## src/rtl/mpu_core.sv

```systemverilog
`default_nettype none
// +----------------------------------------------------------------------------+
// | mpu_core: multi-cycle micro-processor (FETCH/WAIT/EXEC/HALT), 32-bit ISA     |
// | Rev 1.0                                                                      |
// +----------------------------------------------------------------------------+
module mpu_core #(
  parameter int DW   = 8,
  parameter int NREG = 8,
  parameter int PCW  = 13
) (
  input  logic           sys_clk,
  input  logic           sys_res,
  input  logic           en,
  output logic           imem_req,
  output logic [PCW-1:0] imem_addr,
  input  logic [31:0]    imem_data,
  input  logic           imem_vld,
  output logic [DW-1:0]  io_out,
  output logic           io_vld,
  output logic           halted,
  output logic           err
);

  localparam logic [4:0] C_NREG = 5'(NREG);

  typedef enum logic [1:0] {S_FETCH = 2'd0, S_WAIT = 2'd1, S_EXEC = 2'd2, S_HALT = 2'd3} state_t;

  state_t         r_state, w_next;
  logic [PCW-1:0] r_pc;
  logic [31:0]    r_ir;
  logic [DW-1:0]  r_io_out;
  logic           r_io_vld;
  logic           r_err;
  // Indexed by the full 4-bit field; entries at or above NREG are never written.
  logic [DW-1:0]  r_regs [16];

  logic           w_req;
  logic [3:0]     w_op, w_rd, w_rs1, w_rs2;
  logic           w_rd_ok, w_rs1_ok, w_rs2_ok;
  logic [DW-1:0]  w_a, w_b, w_imm_d, w_wdata;
  logic [PCW-1:0] w_imm_pc, w_pc_next;
  logic           w_wr, w_jmp, w_out, w_bad;

  assign w_op     = r_ir[31:28];
  assign w_rd     = r_ir[27:24];
  assign w_rs1    = r_ir[23:20];
  assign w_rs2    = r_ir[19:16];
  assign w_imm_d  = r_ir[DW-1:0];
  assign w_imm_pc = r_ir[PCW-1:0];
  assign w_rd_ok  = {1'b0, w_rd}  < C_NREG;
  assign w_rs1_ok = {1'b0, w_rs1} < C_NREG;
  assign w_rs2_ok = {1'b0, w_rs2} < C_NREG;
  assign w_a      = r_regs[w_rs1];
  assign w_b      = r_regs[w_rs2];

  always_comb begin
    w_next = r_state;
    w_req  = 1'b0;
    case (r_state)
      S_FETCH: if (en) begin
        w_req  = 1'b1;
        w_next = S_WAIT;
      end
      S_WAIT:  if (imem_vld) w_next = S_EXEC;
      S_EXEC:  w_next = (w_op == 4'hF) ? S_HALT : S_FETCH;
      default: w_next = S_HALT;
    endcase
  end

  always_comb begin
    w_wr    = 1'b0;
    w_wdata = '0;
    w_jmp   = 1'b0;
    w_out   = 1'b0;
    w_bad   = 1'b0;
    case (w_op)
      4'h0, 4'hF: ;
      4'h1: begin
        w_wdata = w_imm_d;
        w_wr    = w_rd_ok;
        w_bad   = !w_rd_ok;
      end
      4'h2, 4'h3, 4'h4, 4'h5, 4'h6: begin
        case (w_op)
          4'h2:    w_wdata = w_a + w_b;
          4'h3:    w_wdata = w_a - w_b;
          4'h4:    w_wdata = w_a & w_b;
          4'h5:    w_wdata = w_a | w_b;
          default: w_wdata = w_a ^ w_b;
        endcase
        w_wr  = w_rd_ok && w_rs1_ok && w_rs2_ok;
        w_bad = !w_wr;
      end
      4'h7: w_jmp = 1'b1;
      4'h8: begin
        w_jmp = w_rs1_ok && (w_a == '0);
        w_bad = !w_rs1_ok;
      end
      4'h9: begin
        w_out = w_rs1_ok;
        w_bad = !w_rs1_ok;
      end
      default: w_bad = 1'b1;
    endcase
  end

  assign w_pc_next = w_jmp ? w_imm_pc : r_pc + 1'b1;

  always_ff @(posedge sys_clk or posedge sys_res) begin
    if (sys_res) begin
      r_state  <= S_FETCH;
      r_pc     <= '0;
      r_ir     <= '0;
      r_io_out <= '0;
      r_io_vld <= 1'b0;
      r_err    <= 1'b0;
      for (int i = 0; i < 16; i++) r_regs[i] <= '0;
    end else begin
      r_state  <= w_next;
      r_io_vld <= 1'b0;
      if (r_state == S_WAIT && imem_vld) r_ir <= imem_data;
      if (r_state == S_EXEC) begin
        r_pc <= w_pc_next;
        if (w_wr)  r_regs[w_rd] <= w_wdata;
        if (w_out) begin
          r_io_out <= w_a;
          r_io_vld <= 1'b1;
        end
        if (w_bad) r_err <= 1'b1;
      end
    end
  end

  // The FETCH request is combinational, so mask it while reset is held.
  assign imem_req  = w_req && !sys_res;
  assign imem_addr = r_pc;
  assign io_out    = r_io_out;
  assign io_vld    = r_io_vld;
  assign halted    = (r_state == S_HALT);
  assign err       = r_err;

endmodule
`default_nettype wire

```

## config.mk

```make
export PLATFORM = sky130hd
export DESIGN_NAME = mpu_core
export DESIGN_NICKNAME = d
export VERILOG_FILES = /design/src/rtl/mpu_core.sv
export SDC_FILE = /design/constraint.sdc
export NUM_CORES = 1
export LEC_CHECK = 0
export ABC_AREA = 1
export BUFFER_PORTS_ARGS = -buffer_cell sky130_fd_sc_hd__buf_2
export CAP_MARGIN = 20
export CORE_ASPECT_RATIO = 1.75
export CORE_MARGIN = 1.5
export CORE_UTILIZATION = 61
export DETAILED_ROUTE_END_ITERATION = 10
export HOLD_SLACK_MARGIN = 0.03
export PLACE_DENSITY = 0.8
export SYNTH_ARGS = -nofsm -noshare
export SYNTH_HDL_FRONTEND = slang
export SYNTH_SLANG_ARGS = --single-unit
```

## constraint.sdc

```tcl
create_clock -name sys_clk -period 6.3 [get_ports sys_clk]
set_input_delay 0.945 -clock sys_clk [delete_from_list [all_inputs] [get_ports sys_clk]]
set_output_delay 0.945 -clock sys_clk [all_outputs]
set_load 0.05 [all_outputs]
```

==> summary.md <==
| Metric | Value |
|---|---|
| Initial core utilization | `62.3%` |
| Final worst clock skew | `8.91 ps` |
| Levels on crit path | `20` |
| Synth top area share | `43.3%` |
| DR WL/cell | `17.8 µm` |
| Clock Latency Late Sink | `450 ps` |
| Period minus WS final | `4660 ps` |
| HP Class | `register to register` |
| Flop pwr share | `24.6%` |
| Die Ht | `177 µm` |
| Post-detail-place hpwl | `19.3 mm` |
| Vias in the first global route | `9162` |
| DRT Wirelength | `28.5 mm` |
| CP max stage cell | `dfrtp_1` |
| DRT Pass-1 Iters | `5` |
| Sw Share | `50.6%` |
| Pin count of the biggest net entering global routing | `148` |
| Switching power | `0.00305 W` |
| Layout area overhead | `6.54%` |
| Synthesized area per cell | `7.53 µm²` |
| CP endpoint kind | `register` |
| Sequential share of the synthesized area | `43.3%` |
| Reg2reg path depth | `20` |
| Critical path arrival | `5030 ps` |
| Remaining DRCs | `0` |
| Met2 Track Usage GR | `54.8%` |
| Yosys cell types | `50` |
| CTS buffer count | `17` |
| Fin. max-slew vios | `0` |
| Crit-path max FO | `10` |
| Worst vdd ir | `0.486 mV` |
| GRT met3 Usage | `5.49%` |
| Met1 Resource Use GR | `37.8%` |
| # resized after CTS | `0` |
| Row count | `63` |
| Vias per std cell | `5.82` |
| Diode count | `0` |
| H-tree depth | `4` |
| CTS root buf | `clkbuf_16` |
| Max Clock Freq | `215 MHz` |
| Setup repair bufs after CTS | `0` |
| Setup Crit Path Kind | `register to register` |
| Most frequent cells after synthesis | `nand2_1, dfrtp_1, inv_1, nand3_1, o21ai_0` |
| Die W | `102 µm` |
| Crit path launch type | `register` |
| Synth Cell Area | `10500 µm²` |
| CP top delay family | `compound AO/OA/AOI/OAI gates` |
| Crit-path cells | `clkinv_1 -> nand3_1 -> nand2_1 -> inv_1 -> ha_1 -> o21ai_0 -> ha_1 -> nand3_1 -> nand2_1 -> nand2_1 -> nand2_1 -> a21oi_1 -> nor2_1 -> nor2_1 -> nand2_1 -> o2111ai_1 -> o21ai_0 -> o22ai_1 -> nand2_1 -> o21ai_0` |
| Mapped Cells | `1395` |
| Final Non-Filler Cells | `1598` |
| Worst-path clk slew | `70 ps` |
| GPL Wtd Cong | `1.00` |
| Die area | `18100 µm²` |
| Clk buf depth | `2` |
| Final #Nets | `1420` |
| Core Box Area | `16900 µm²` |
| Fraction of layout cells with a size suffix above 1 | `11.6%` |
| Slowest cell delay on critical path | `740 ps` |
| Asr flop ratio synth | `100%` |
| Flops & latches, synth | `182` |
| PortBufs | `57` |
| Final setup TNS | `0 ps` |
| Largest area contributor in the netlist | `dfrtp_1` |
| PwrDens | `538 nW/µm²` |
| Hold Vio Cnt, Final | `0` |
| Synthesis Warnings | `0` |
| DR iter-0 viols | `875` |
| Slew HR | `33.2%` |
| Post-synth EDFFs | `0` |
| Crit-path most repeated cell | `nand2_1` |
| CTS tree | `built` |
| Primary FF master, synth | `dfrtp_1` |
| Clock share of power | `18.2%` |
| Total track usage | `33.4%` |
| Synth area leaders | `dfrtp_1, nand2_1, nand3_1` |
| Required @ worst endpoint | `6670 ps` |
| Period utilization | `73.9%` |
| Vias | `9302` |
| Final antenna-violating net count | `0` |
| CTS Hold Bufs | `0` |
| Internal power | `0.00298 W` |
| Overflow after GRT | `0` |
| First-pass GRT wire length | `45.5 mm` |
| Placed Instances | `1565` |
| Clock sinks | `182` |
| Max Cap Viol | `0` |
| Initial antenna violation count | `0` |
| Ports | `61` |
| GRT busiest layer | `met2` |
| Hold path cells | `0` |
| Leakage | `5.47 nW` |
| Final setup viols | `0` |
| Outcome | `finished, final reports clean` |
| RSZ-0062 raised after global routing | `false` |
| Most common cell in the synthesized netlist | `nand2_1` |
| Synthesized Nets | `1457` |
| Critical path buffers and inverters | `2` |
| Worst Tran Pin Value | `994 ps` |
| Comb pwr share | `57.2%` |
-- power by group through the flow --
stage,Sequential [W],Combinational (W),Clock (W)
after floorplan,0.00164,0.00241,0
after global placement,0.00149,0.00326,0
after detailed placement,0.00149,0.00334,0
after CTS,0.00147,0.00337,0.00111
after global routing,0.00150,0.00378,0.00115
final,0.00148,0.00345,0.00110
-- layout make-up --
class                      instances  area, µm²
timing repair buffer              74        458
tap                              227        284
inverter                         190        717
clock buffer                      18        439
sequential                       182       4560
multi-input combinational        893       4580
clock inverter                    14        163
fill                            1454       5670
-- metal layers --
metal  wire length [µm]  up-vias
met5                  0        -
met4               2410        0
met3               1820      148
met2              14100      449
met1              10200     4323
li1                   -     4382
-- worst paths after layout --
path	from	to	slack, ps
max	r_ir[19]	r_regs[117]	1640
min	r_regs[47]	r_regs[47]	380
max reg2reg	r_ir[19]	r_regs[117]	1640
min reg2reg	r_regs[47]	r_regs[47]	380
max in group asynchronous	sys_res	r_ir[16]	4390
min in group asynchronous	sys_res	r_regs[81]	630
-- state kept, by name (all words and copies together), names as in the netlist --
name and count:
r_regs 128, r_ir 29, imem_addr 13, io_out 8, r_state 2, err 1, io_vld 1
-- cell families (layout without fill, tap and decap cells) --
kind of cell             Yosys count  in the layout  synth area share, %
AND/OR/NAND/NOR                  561            561                 23.4
multiplexers                       4              4                0.429
XOR/XNOR                          16             16                 1.41
adder cells (fa/ha/maj)           26             26                 3.17
flip-flops                       182            182                 43.3
AO/OA/AOI/OAI                    286            286                 15.0
buffers and inverters            320            296                 13.3
-- cell usage in the layout, fill, tap and decap left out, types with 13 or more instances in the layout --
cell / instances
buf_4: 14
xor2_1: 13
nor2_1: 72
inv_1: 176
nand2_2: 13
nand2_1: 287
o21ai_0: 137
ha_1: 25
dfrtp_1: 180
buf_2: 57
a21oi_1: 85
nand3_1: 155
clkbuf_16: 17
o211ai_1: 14
o21ai_1: 21
-- metrics by stage --
| step | utilization [%] | cell area, µm² | setup slack [ps] | hold WS [ps] | power [W] |
|---|---|---|---|---|---|
| floorplan | - | 10500 | 1400 | 429 | 0.00405 |
| global placement | 62.6 | 10600 | 1960 | 365 | 0.00475 |
| detailed placement | 62.6 | 10600 | 1830 | 366 | 0.00484 |
| CTS | 66.2 | 11200 | 1790 | 381 | 0.00595 |
| global route | 66.4 | 11200 | 1310 | 388 | 0.00643 |
| finish | 66.4 | 11200 | 1640 | 377 | 0.00603 |
-- worst register-to-register path, delay by kind of cell, from the launching register on --
kind / cells / cell delay (ps)
buffers and inverters: 2 / 680
and+or+nand+nor: 10 / 970
adders and majority gates: 2 / 540
AOI/OAI and AO/OA: 6 / 1680
DFF: 1 / 740
Note: power is estimated with default switching activity, not from simulation.
